==> src/rtl/mr1_mem_arbiter.sv <==
// Two-to-one arbiter merging MR1 fetch and load/store channels onto one memory port,
// with an in-order source-ID FIFO steering read responses. Define MR1_ARB_RR_EN for round-robin.
module mr1_mem_arbiter #(
  parameter int OUTSTANDING_MAX = 4
) (
  input  logic        clock,
  input  logic        reset,
  input  logic        instr_req_valid,
  output logic        instr_req_ready,
  input  logic [31:0] instr_req_addr,
  output logic        instr_rsp_valid,
  output logic [31:0] instr_rsp_data,
  input  logic        data_req_valid,
  output logic        data_req_ready,
  input  logic        data_req_wr,
  input  logic [31:0] data_req_addr,
  input  logic [1:0]  data_req_size,
  input  logic [31:0] data_req_data,
  output logic        data_rsp_valid,
  output logic [31:0] data_rsp_data,
  output logic        mem_req_valid,
  input  logic        mem_req_ready,
  output logic        mem_req_wr,
  output logic [31:0] mem_req_addr,
  output logic [1:0]  mem_req_size,
  output logic [31:0] mem_req_data,
  input  logic        mem_rsp_valid,
  input  logic [31:0] mem_rsp_data,
  output logic        rsp_err
);

  localparam int PW = (OUTSTANDING_MAX > 1) ? $clog2(OUTSTANDING_MAX) : 1;
  localparam int CW = $clog2(OUTSTANDING_MAX) + 1;
  localparam logic [CW-1:0] FULL_CNT = CW'(OUTSTANDING_MAX);
  localparam logic SRC_INSTR = 1'b0;
  localparam logic SRC_DATA  = 1'b1;

  logic [OUTSTANDING_MAX-1:0] fifo_q, fifo_d;
  logic [PW-1:0] wr_ptr_q, wr_ptr_d, rd_ptr_q, rd_ptr_d;
  logic [CW-1:0] count_q, count_d;
  logic lock_q, lock_d, lock_src_q, lock_src_d, rsp_err_q, rsp_err_d;
`ifdef MR1_ARB_RR_EN
  logic last_src_q, last_src_d;
`endif

  logic full, empty, instr_elig, data_elig, grant, xfer, push, pop, head;

  // Eligibility only looks at registered occupancy, so responses never reach a ready.
  always_comb begin
    full       = (count_q == FULL_CNT);
    empty      = (count_q == '0);
    instr_elig = instr_req_valid && !full;
    data_elig  = data_req_valid && (data_req_wr || !full);
  end

  always_comb begin
    grant = SRC_DATA;
    if (lock_q)
      grant = lock_src_q;
`ifdef MR1_ARB_RR_EN
    else if (instr_elig && data_elig)
      grant = ~last_src_q;
`endif
    else if (data_elig)
      grant = SRC_DATA;
    else if (instr_elig)
      grant = SRC_INSTR;
  end

  always_comb begin
    mem_req_valid   = (grant == SRC_DATA) ? data_elig : instr_elig;
    mem_req_wr      = (grant == SRC_DATA) ? data_req_wr : 1'b0;
    mem_req_addr    = (grant == SRC_DATA) ? data_req_addr : instr_req_addr;
    mem_req_size    = (grant == SRC_DATA) ? data_req_size : 2'd2;
    mem_req_data    = (grant == SRC_DATA) ? data_req_data : 32'd0;
    instr_req_ready = (grant == SRC_INSTR) && mem_req_ready && instr_elig;
    data_req_ready  = (grant == SRC_DATA) && mem_req_ready && data_elig;
    xfer            = mem_req_valid && mem_req_ready;
    push            = xfer && ((grant == SRC_INSTR) || !data_req_wr);
  end

  always_comb begin
    pop             = mem_rsp_valid && !empty;
    head            = fifo_q[rd_ptr_q];
    instr_rsp_valid = pop && (head == SRC_INSTR);
    data_rsp_valid  = pop && (head == SRC_DATA);
    instr_rsp_data  = mem_rsp_data;
    data_rsp_data   = mem_rsp_data;
    rsp_err         = rsp_err_q;
  end

  always_comb begin
    fifo_d = fifo_q;
    if (push)
      fifo_d[wr_ptr_q] = grant;
    wr_ptr_d = wr_ptr_q + PW'(push);
    rd_ptr_d = rd_ptr_q + PW'(pop);
    count_d  = count_q;
    if (push && !pop)
      count_d = count_q + CW'(1);
    else if (pop && !push)
      count_d = count_q - CW'(1);
    // A stalled request pins the grant until it completes.
    lock_d     = mem_req_valid && !mem_req_ready;
    lock_src_d = grant;
    rsp_err_d  = rsp_err_q || (mem_rsp_valid && empty);
`ifdef MR1_ARB_RR_EN
    last_src_d = xfer ? grant : last_src_q;
`endif
  end

  always_ff @(posedge clock) begin
    if (reset) begin
      wr_ptr_q   <= '0;
      rd_ptr_q   <= '0;
      count_q    <= '0;
      lock_q     <= 1'b0;
      lock_src_q <= SRC_DATA;
      rsp_err_q  <= 1'b0;
`ifdef MR1_ARB_RR_EN
      last_src_q <= SRC_DATA;
`endif
    end else begin
      wr_ptr_q   <= wr_ptr_d;
      rd_ptr_q   <= rd_ptr_d;
      count_q    <= count_d;
      lock_q     <= lock_d;
      lock_src_q <= lock_src_d;
      rsp_err_q  <= rsp_err_d;
`ifdef MR1_ARB_RR_EN
      last_src_q <= last_src_d;
`endif
    end
  end

  always_ff @(posedge clock) begin
    fifo_q <= fifo_d;
  end

endmodule

==> config.mk <==
export PLATFORM = sky130hd
export DESIGN_NAME = mr1_mem_arbiter
export DESIGN_NICKNAME = d
export VERILOG_FILES = /design/src/rtl/mr1_mem_arbiter.sv
export SDC_FILE = /design/constraint.sdc
export NUM_CORES = 1
export LEC_CHECK = 0
export CAP_MARGIN = 20
export CORE_AREA = 4 4 104 106
export DETAILED_ROUTE_END_ITERATION = 6
export DIE_AREA = 0 0 108 110
export PLACE_DENSITY_LB_ADDON = 0.15
export SLEW_MARGIN = 20
export SYNTH_ARGS = -nofsm -noshare
export SYNTH_HDL_FRONTEND = slang
export SYNTH_SLANG_ARGS = --single-unit
==> constraint.sdc <==
create_clock -name clock -period 3.4 [get_ports clock]
set_input_delay 0.68 -clock clock [delete_from_list [all_inputs] [get_ports clock]]
set_output_delay 0.68 -clock clock [all_outputs]
set_load 0.02 [all_outputs]
# Word-level counts from Yosys, hierarchy flattened
# Cells that the tools add are included.
# word_totals
reg_bits,14
in_bits,137
wordCells,59
# op_classes
addsub,4
order_cmp,3
n_eq_ne,1
n_mux,15
bitwise_logic,2
reduce_logical,27
# ops
operator,count
2-to-1 mux 32 bit,2
logical AND 1 bit,16
2-to-1 mux 1 bit,7
logical NOT 1 bit,6
"< comparator 2 x 3 -> 1 bit, second input constant",2
2-to-1 mux 3 bit,2
adder 2 x 1 -> 2 bit,2
bitwise mux 4 bit,1
"adder 3 x 1 -> 3 bit, second input constant",1
"== test 3 bit, second input constant",1
logical NOT 3 bit,1
logical OR 1 bit,3
"subtractor 3 x 1 -> 3 bit, second input constant",1
binary-select mux 1 bit (select 2 bit),1
demux 1 bit (select 2 bit),1
"greater-or-equal comparator 2 x 1 -> 1 bit, second input constant",1
2-to-1 mux 2 bit,1
NOT 1 bit,2
nonzero test 2 bit,1

# Depth between registers and ports, before layout
# Gate-level depths: netlist (run 1).
# depth
word_depth,13
mapped_depth,10

# Least setup slack after synthesis (run 1)
# Ideal clock, no wire load.
# synth_path
path_type,input to output
start,input port data_req_wr
end,output port mem_req_valid
arrival_ns,1.719
required_ns,2.720
path_slack_ns,1.001
cell_stages,3
cell_sequence,or4b_2 -> a32oi_1 -> a21oi_1
# synth_between
elab_chain_cells,5
# synth_lines
item,line,text
start: declaration,15,"input logic data_req_wr,"
logical OR 1 bit (*),53,data_elig = data_req_valid && (data_req_wr || !full);
logical AND 1 bit (*),53,
2-to-1 mux 1 bit,64,else if (data_elig)
2-to-1 mux 1 bit,58,if (lock_q)
2-to-1 mux 1 bit (*),71,mem_req_valid = (grant == SRC_DATA) ? data_elig : instr_elig;
end: declaration,21,"output logic mem_req_valid,"
# Every way passes the cells marked *; elsewhere a longest branch is shown, timed or not.

# Worst setup path in the final report (run 1)
# layout_path
start,input port instr_req_valid
end,output port mem_req_addr[25]
# layout_between
elab_chain_cells,5
# layout_lines
item,line,text
start: declaration,8,"input logic instr_req_valid,"
logical AND 1 bit,52,instr_elig = instr_req_valid && !full;
2-to-1 mux 1 bit,66,else if (instr_elig)
2-to-1 mux 1 bit,64,
2-to-1 mux 1 bit,58,
2-to-1 mux 32 bit,73,mem_req_addr = (grant == SRC_DATA) ? data_req_addr : instr_req_addr;
end: declaration,24,"output logic [31:0] mem_req_addr,"
# No other way between the ends.

==> results of run 1 <==
## cell usage after synthesis
master | number | area, µm²
and4_1 | 1 | 8.76
nor4_1 | 1 | 6.26
nor4b_1 | 2 | 17.5
a32oi_1 | 2 | 17.5
xnor2_1 | 2 | 17.5
nor3_1 | 2 | 10.0
mux2i_1 | 2 | 20.0
xor2_1 | 2 | 17.5
nor2b_1 | 4 | 25.0
nand3_1 | 1 | 5.00
fa_1 | 1 | 20.0
mux2_2 | 30 | 338
a21oi_1 | 3 | 15.0
clkbuf_1 | 3 | 11.3
buf_2 | 2 | 10.0
buf_6 | 3 | 33.8
buf_4 | 65 | 488
inv_1 | 3 | 11.3
nand2_1 | 2 | 7.51
a22oi_1 | 1 | 7.51
a2111oi_0 | 1 | 8.76
and2_1 | 34 | 213
mux4_2 | 1 | 22.5
or3_1 | 1 | 6.26
nor2_1 | 8 | 30.0
dfxtp_1 | 10 | 200
nor3b_1 | 1 | 7.51
mux2_1 | 2 | 22.5
edfxtp_1 | 4 | 120
ha_1 | 3 | 37.5
or2_2 | 1 | 6.26
or4b_2 | 1 | 10.0
a21boi_4 | 1 | 18.8
o21ai_0 | 1 | 5.00
or3b_1 | 1 | 8.76
nand2b_1 | 3 | 18.8
## critical path: stages
cell             delay [ps]
clkdlybuf4s50_1         420
nor3b_2                 180
a21boi_4                240
buf_12                  210
mux2_2                  340
clkdlybuf4s50_1         560
## path summary, 6_finish.rpt
kind                         from                to  slack [ps]  depth (start not counted)
setup / recovery  instr_req_valid  mem_req_addr[25]          80                          6
setup reg to reg       count_q[0]        count_q[2]        1030                          9
hold / removal            rsp_err           rsp_err         470                          2
hold reg to reg           rsp_err           rsp_err         470                          2
## logic make-up (layout without fill, tap and decap cells)
kind of cell | count (synthesis) | in the layout | share of synthesized area (%)
compound gates | 9 | 9 | 3.98
xor+xnor | 4 | 4 | 1.92
fa+ha+maj | 4 | 4 | 3.16
buf+inv | 76 | 190 | 30.4
flops | 14 | 14 | 17.6
mux | 35 | 35 | 22.1
simple gates | 63 | 63 | 20.9
## flip-flops by register name, summed over array words and instances, names as in the netlist
register,flops
fifo_q,4
count_q,3
rd_ptr_q,2
lock_q,1
rsp_err,1
lock_src_q,1
wr_ptr_q,2
## area by class of cell
cell class	count	area [µm²]	share of cell area [%]
repair buffers	183	1890	55.8
multi-input cells	115	953	28.2
flip-flops and latches	14	320	9.47
well taps	133	166	4.92
clock buffers	3	41.3	1.22
inverters	3	11.3	0.333
clock inverters	1	3.75	0.111
## power by group
part / switching, mW / internal, mW
Sequential: 0.0355 / 0.208
Combinational: 0.373 / 0.478
Clock: 0.0580 / 0.0798
Total: 0.466 / 0.766
## routing by layer
metal | vias to the layer above | track usage (%) | share of wire [%]
met2 | 129 | 22.9 | 55
met4 | 0 | 3.79 | 2.8
met5 | - | 0 | 0
met3 | 12 | 4.54 | 11
li1 | 846 | - | -
met1 | 784 | 11.0 | 30
## through the flow
step | power (mW) | setup slack (ps)
6_report | 1.23 | 75.1
3_5_place_dp | 1.11 | 31.1
3_3_place_gp | 1.11 | 31.5
5_1_grt | 1.32 | -7.00
2_1_floorplan | 0.795 | 1000
4_1_cts | 1.26 | 21.0
## timing repair
action / 4_1_cts / 5_1_grt
buffers inserted: 0 / 0
setup endpoints to repair: 0 / 34
gates resized for setup: 0 / 3
==> out/qor.yml, run 1 <==
post_drt_via_cell_ratio: 3.92
first_pass_iters: 4
maxSlewViolCount: 0
antenna_cells: 0
synth_nets: 346
clockBufferDepth: 2
ios: 274
ys_warn_count: 0
cts_root_buf: "clkbuf_8"
max_freq_mhz: 301
p_leak_nw: 1.28
dp_hpwl_mm: 6.71
clk_pin_slew_ps: 60
coreArea_mm2: 0.00977
hold_class: "flop to flop"
finalWirelength_mm: 7.48
mostFrequentLayoutCells: "171 x clkdlybuf4s50_1, 34 x and2_1, 30 x mux2_2"
fin_setup_tns_ps: 0
via_count: 1771
routedWlPerCell_um: 16.5
drive_gt1_share_pct: 15.0
setup_viol: 0
fin_nets: 461
worst_ep_arrival_time_ps: 2640
htree_num_levels: 1
io_buffer_count: 177
endpoint_kind: "primary output"
cts_tree: "built"
start_kind: "input pin"
powerDensity_mw_per_mm2: 364
die_h_um: 110
grt_use_total_pct: 11.6
rows: 36
gp_congestion: 0.755
fin_cells: 452
synthCells: 205
die_w_um: 108
max_slew_margin_pct: 68.1
critPathKind: "input pin to primary output"
cts.sinks: 14
finClkSkew_ps: 2.53
syn_area_mm2: 0.00182
hold_violations: 0
final_common_cell: "clkdlybuf4s50_1"
dieArea_mm2: 0.0119
post-route-period-util_pct: 97.8
ir_drop_v: 0.000157
overflow: 0
numCtsBuffers: 3
dpl.cell_count: 448
grt_pass1_vias: 1829
syn2layout_area_growth_pct: 85.6
start_util_pct: 18.7
whs_ps: 466
design_area_mm2: 0.00338
drc: 0
final_core_util_pct: 34.6
drtAntennaViolNets: 0
maxCapViolCount: 0
avgSynthCellArea_um2: 8.89
drtIter0Drc: 48
timing.final.crit_period_ps: 3320
fill_cells: 1034
ys_ff_latch: 14
yosysSeqAreaShare_pct: 17.6
crit_path_max_fanout: 25
tightest_slew_ps: 479
synth_cell_type_count: 36
grt_pass1_wl_mm: 10.5
required_ps: 2720
antenna_found_initial: 0
ctsHoldBuffers: 0
outcome: "finished, final reports clean"
clk_latency_ps: 240
grt_max_degree: 39
place_area_mm2: 0.00333
(Power assumes the default switching activity.)
==> run 2: changes to the inputs <==
--- a/config.mk
+++ b/config.mk
@@ -6,9 +6,10 @@
 export NUM_CORES = 1
 export LEC_CHECK = 0
 export CAP_MARGIN = 20
-export CORE_AREA = 4 4 104 106
+export CORE_AREA = 4 4 105 107
 export DETAILED_ROUTE_END_ITERATION = 6
-export DIE_AREA = 0 0 108 110
+export DIE_AREA = 0 0 109 111
+export DONT_BUFFER_PORTS = 1
 export PLACE_DENSITY_LB_ADDON = 0.15
 export SLEW_MARGIN = 20
 export SYNTH_ARGS = -nofsm -noshare
==> run 2 against run 1 <==
Flip-flop and latch count stayed put; register-to-register slack is essentially flat; fmax is 18% higher; sequential power grew 3%; non-clock buffer count fell by 181; via count down 39%; hold slack better by 36 ps; combinational power down 42%; setup slack gained 510 ps.
==> out/qor.yml, run 2 (synthesis results as in run 1) <==
fill_cells: 1141  # was 1034
htree_num_levels: 1  # unchanged
hold_violations: 0  # unchanged
grt_max_degree: 41  # was 39
post-route-period-util_pct: 82.8  # was 97.8%
design_area_mm2: 0.00151  # was 0.00338 mm²
cts_tree: "built"  # unchanged
gr-usage-met1_pct: 9.08  # was 11.0%
largest-register: "fifo_q"  # unchanged
max_freq_mhz: 355  # was 301 MHz
grt_use_met3_pct: 7.69  # was 4.54%
dpl.cell_count: 270  # was 448
endpoint_kind: "primary output"  # unchanged
setup_ws_ps: 583  # was 75.1 ps
met2_usage_pct: 14.2  # was 22.9%
first_pass_iters: 4  # unchanged
routedWlPerCell_um: 22.4  # was 16.5 µm
p_leak_nw: 0.520  # was 1.28 nW
setup_viol: 0  # unchanged
largest_reg_flops: 4  # unchanged
post_drt_via_cell_ratio: 3.97  # was 3.92
drive_gt1_share_pct: 28.3  # was 15.0%
cts_root_buf: "clkbuf_8"  # unchanged
fin_nets: 280  # was 461
crit_path_max_fanout: 40  # was 25
syn2layout_area_growth_pct: -17.2  # was 85.6%
regArea_um2: 320  # unchanged
mostFrequentLayoutCells: "34 x and2_1, 30 x mux2_2, 10 x dfxtp_1"  # was 171 x clkdlybuf4s50_1, 34 x and2_1, 30 x mux2_2
grt_pass1_wl_mm: 8.16  # was 10.5 mm
die_h_um: 111  # was 110 µm
grt_pass1_vias: 1130  # was 1829
finClkSkew_ps: 5.03  # was 2.53 ps
io_buffer_count: 0  # was 177
preCtsSetupSlack_ps: 839  # was 31.1 ps
reg_top3: "fifo_q x4, count_q x3"  # unchanged
cp_slowest_stage_delay_ps: 510  # was 560 ps
dp_hpwl_mm: 5.49  # was 6.71 mm
dieArea_mm2: 0.0121  # was 0.0119 mm²
final_common_cell: "and2_1"  # was clkdlybuf4s50_1
overflow: 0  # unchanged
start_kind: "flop"  # was input pin
clk_latency_ps: 240  # about the same
post-cts-setup-buffers: 0  # unchanged
multi_input_area_um2: 948  # was 953 µm²
cp_slowest_cell: "or3b_1"  # was clkdlybuf4s50_1
gp_congestion: 0.691  # was 0.755
via_count: 1089  # was 1771
antenna_found_initial: 0  # unchanged
worst_ep_arrival_time_ps: 2140  # was 2640 ps
drc: 0  # unchanged
power_mw: 0.884  # was 1.23 mW
hold_class: "input pin to flop"  # was flop to flop
ctsHoldBuffers: 0  # unchanged
cts_resized: 0  # unchanged
critPathKind: "flop to primary output"  # was input pin to primary output
rows: 37  # was 36
die_w_um: 109  # was 108 µm
final_core_util_pct: 14.9  # was 34.6%
ios: 274  # unchanged
finalWirelength_mm: 6.14  # was 7.48 mm
fin_cells: 274  # was 452
busiest_layer: "met2"  # unchanged
grt_use_total_pct: 9.01  # was 11.6%
place_area_mm2: 0.00147  # was 0.00333 mm²
ir_drop_v: 0.000151  # was 0.000157 V
start_util_pct: 18.0  # was 18.7%
clockBufferDepth: 2  # unchanged
maxCapViolCount: 0  # unchanged
grt_setup_unrepaired: "no"
drtAntennaViolNets: 0  # unchanged
antenna_cells: 0  # unchanged
outcome: "finished, final reports clean"  # unchanged
crit_chain: "or3b_1 > a21boi_4 > buf_4 > mux2_2"  # was clkdlybuf4s50_1 > nor3b_2 > a21boi_4 > buf_12 > mux2_2 > clkdlybuf4s50_1
fin_setup_tns_ps: 0  # unchanged
tightest_slew_ps: 469  # was 479 ps
whs_ps: 502  # was 466 ps
maxSlewViolCount: 0  # unchanged
timing.final.crit_period_ps: 2820  # was 3320 ps
required_ps: 2720  # about the same
drtIter0Drc: 24  # was 48
max_slew_margin_pct: 68.9  # was 68.1%
numCtsBuffers: 3  # unchanged
powerDensity_mw_per_mm2: 586  # was 364 mW/mm²
clk_pin_slew_ps: 60  # about the same
coreArea_mm2: 0.0101  # was 0.00977 mm²
cts.sinks: 14  # unchanged
==> run 2: cell count changes in the layout (fill, tap and decap cells not counted), sizes merged <==
cell / previous run / this run
dlymetal6s2s: 2 / 0
clkinv: 1 / 0
buf: 10 / 2
clkbuf: 3 / 4
clkdlybuf4s50: 171 / 0
==> run 2: layout make-up <==
cell class / count / area share, %
inverter: 3 / 0.746
multi-input combinational: 115 / 62.8
clock buffer: 4 / 2.98
tap: 136 / 11.3
timing repair buffer: 2 / 0.994
sequential: 14 / 21.2
==> run 2: worst paths after layout <==
kind / slack, ps / cells past startpoint / start / to
max: 580 / 4 / count_q[0] / mem_req_addr[22]
min: 500 / 1 / reset / wr_ptr_q[0]
max reg2reg: 1030 / 9 / count_q[0] / count_q[2]
min reg2reg: 520 / 2 / count_q[2] / count_q[2]
==> run 2: critical path, delay by kind of cell, from the launching register on <==
family                 cells  cell delay [ps]
AOI/OAI and AO/OA          1              170
buffers and inverters      1              370
DFF                        1              360
muxes                      1              470
and+or+nand+nor            1              510
==> run 2: report_power, final <==
group	total (mW)	internal, mW	switching (mW)
sequential	0.251	0.208	0.0426
combinational	0.492	0.174	0.319
clock	0.141	0.0828	0.0583
==> run 2: layer usage <==
| metal | vias up | part of all wire, % |
|---|---|---|
| met1 | 477 | 32 |
| met4 | 0 | 1.4 |
| met5 | - | 0 |
| met3 | 10 | 20 |
| met2 | 116 | 47 |
| li1 | 486 | - |
==> run 3: changes to the inputs <==
==> constraint.sdc (replaced) <==
create_clock -name clock -period 2.9 [get_ports clock]
set_input_delay 0.58 -clock clock [delete_from_list [all_inputs] [get_ports clock]]
set_output_delay 0.58 -clock clock [all_outputs]
set_load 0.02 [all_outputs]
==> run 3 against run 2 <==
First-iteration DRC count up 33%; flip-flop and latch count unchanged; combinational power increased by 17%; critical path depth is the same; cell count did not move; hold slack lost 100 ps; setup slack worse by 320 ps; non-clock buffer count stayed put; routed wire length up 0.24%; sequential power rose by 17%; largest cell class unchanged.
==> out/qor.yml, run 3 (synthesis results as in run 1) <==
outcome: "finished, final reports clean"  # unchanged
start_kind: "flop"  # unchanged
fin_cells: 274  # unchanged
largest-register: "fifo_q"  # unchanged
p_int_mw: 0.545  # was 0.465 mW
grt_pass1_wl_mm: 8.29  # was 8.16 mm
clk_latency_ps: 240  # about the same
io_buffer_count: 0  # unchanged
gp_congestion: 0.689  # was 0.691
antenna_cells: 0  # unchanged
cts_resized: 0  # unchanged
p_clk_share_pct: 15.8  # was 15.9%
worst_ep_arrival_time_ps: 2050  # was 2140 ps
post-cts-setup-buffers: 0  # unchanged
preCtsSetupSlack_ps: 501  # was 839 ps
numCtsBuffers: 3  # unchanged
power.switching_mw: 0.485  # was 0.420 mW
maxSlewViolCount: 0  # unchanged
ctsHoldBuffers: 0  # unchanged
crit_path_max_fanout: 23  # was 40
power_mw: 1.03  # was 0.884 mW
via_count: 1096  # was 1089
htree_num_levels: 1  # unchanged
cp_top_family: "simple AND/OR/NAND/NOR gates"  # unchanged
rows: 37  # unchanged
cp_slowest_stage_delay_ps: 490  # was 510 ps
fin_nets: 280  # unchanged
regArea_um2: 320  # unchanged
die_w_um: 109  # unchanged
switching_share_pct: 47.1  # was 47.5%
cts_tree: "built"  # unchanged
drtAntennaViolNets: 0  # unchanged
fin_setup_tns_ps: 0  # unchanged
coreArea_mm2: 0.0101  # unchanged
antenna_found_initial: 0  # unchanged
final_common_cell: "and2_1"  # unchanged
reg_top3: "fifo_q x4, count_q x3"  # unchanged
power_frac_seq_pct: 28.5  # was 28.4%
fill_cells: 1156  # was 1141
cts_root_buf: "clkbuf_8"  # unchanged
overflow: 0  # unchanged
maxCapViolCount: 0  # unchanged
ios: 274  # unchanged
clk_pin_slew_ps: 60  # about the same
design_area_mm2: 0.00152  # was 0.00151 mm²
tightest_slew_ps: 481  # was 469 ps
setup_ws_ps: 267  # was 583 ps
timing.final.crit_period_ps: 2630
ir_drop_v: 0.000139  # was 0.000151 V
grt_pass1_vias: 1141  # was 1130
multi_input_area_um2: 948  # unchanged
mostFrequentLayoutCells: "34 x and2_1, 30 x mux2_2, 10 x dfxtp_1"  # unchanged
first_pass_iters: 4  # unchanged
drive_gt1_share_pct: 28.3  # unchanged
whs_ps: 398  # was 502 ps
drtIter0Drc: 32  # was 24
max_freq_mhz: 380
drc: 0  # unchanged
grt_setup_unrepaired: "no"  # unchanged
dp_hpwl_mm: 5.51  # was 5.49 mm
hold_violations: 0  # unchanged
post_drt_via_cell_ratio: 4.00  # was 3.97
crit_chain: "or3b_1 > a21boi_4 > buf_4 > mux2_2"  # unchanged
dpl.cell_count: 270  # unchanged
required_ps: 2320  # was 2720 ps
largest_reg_flops: 4  # unchanged
hold_class: "input pin to flop"  # unchanged
syn2layout_area_growth_pct: -16.5  # was -17.2%
start_util_pct: 18.0  # unchanged
post-route-period-util_pct: 90.8
max_slew_margin_pct: 68.1  # was 68.9%
dieArea_mm2: 0.0121  # unchanged
routedWlPerCell_um: 22.5  # was 22.4 µm
powerDensity_mw_per_mm2: 676  # was 586 mW/mm²
combPwrFrac_pct: 55.7  # about the same
cp_slowest_cell: "or3b_1"  # unchanged
grt_use_total_pct: 9.16  # was 9.01%
grt_max_degree: 51  # was 41
final_core_util_pct: 15.0  # was 14.9%
critPathKind: "flop to primary output"  # unchanged
die_h_um: 111  # unchanged
path_buf_inv: 1  # unchanged
setup_viol: 0  # unchanged
cts.sinks: 14  # unchanged
clockBufferDepth: 2  # unchanged
p_leak_nw: 0.526  # was 0.520 nW
finClkSkew_ps: 0.771  # was 5.03 ps
endpoint_kind: "primary output"  # unchanged
finalWirelength_mm: 6.16  # was 6.14 mm
place_area_mm2: 0.00148  # was 0.00147 mm²
-- run 3: cell count changes in the layout (fill, tap and decap cells not counted), sizes merged --
cell    change
clkinv      +1
clkbuf      -1
-- run 3: worst paths after layout --
path              startpoint                to  slack, ps  cells past startpoint
setup / recovery  count_q[2]  mem_req_addr[15]        270                      4
hold / removal         reset        count_q[2]        400                      1
setup reg to reg  count_q[0]        count_q[2]        550                      9
hold reg to reg   count_q[2]        count_q[2]        530                      2
-- run 3: final cells by class --
cell class | instances | share of cell area [%]
flip-flops and latches | 14 | 21.0
repair buffers | 2 | 1.81
clock buffers | 3 | 2.71
inverters | 3 | 0.740
multi-input cells | 115 | 62.3
clock inverters | 1 | 0.247
well taps | 136 | 11.2
-- run 3: per-layer routing --
| metal | vias up | GRT usage, % | wire length [µm] | share of wire (%) |
|---|---|---|---|---|
| met4 | 0 | 2.27 | 86 | 1.4 |
| li1 | 490 | - | - | - |
| met5 | - | 0 | 0 | 0 |
| met1 | 484 | 9.22 | 1890 | 31 |
| met2 | 114 | 14.9 | 2970 | 48 |
| met3 | 8 | 6.81 | 1210 | 20 |
-- run 3: worst reg2reg max path, stage by stage, from the launching register on --
cell and delay [ps]:
dfxtp_1 430, or3b_1 290, nand2_1 160, nor2_1 180
ha_1 200, inv_1 60, fa_1 370, xor2_1 160
or3_1 310, a21oi_1 130
-- run 3: power groups by stage --
stage	clock network, mW	registers (mW)	logic, mW
after floorplan	0	0.286	0.646
after global placement	0	0.301	0.593
after detailed placement	0	0.300	0.584
after CTS	0.172	0.296	0.588
after global routing	0.177	0.303	0.633
final	0.162	0.294	0.574
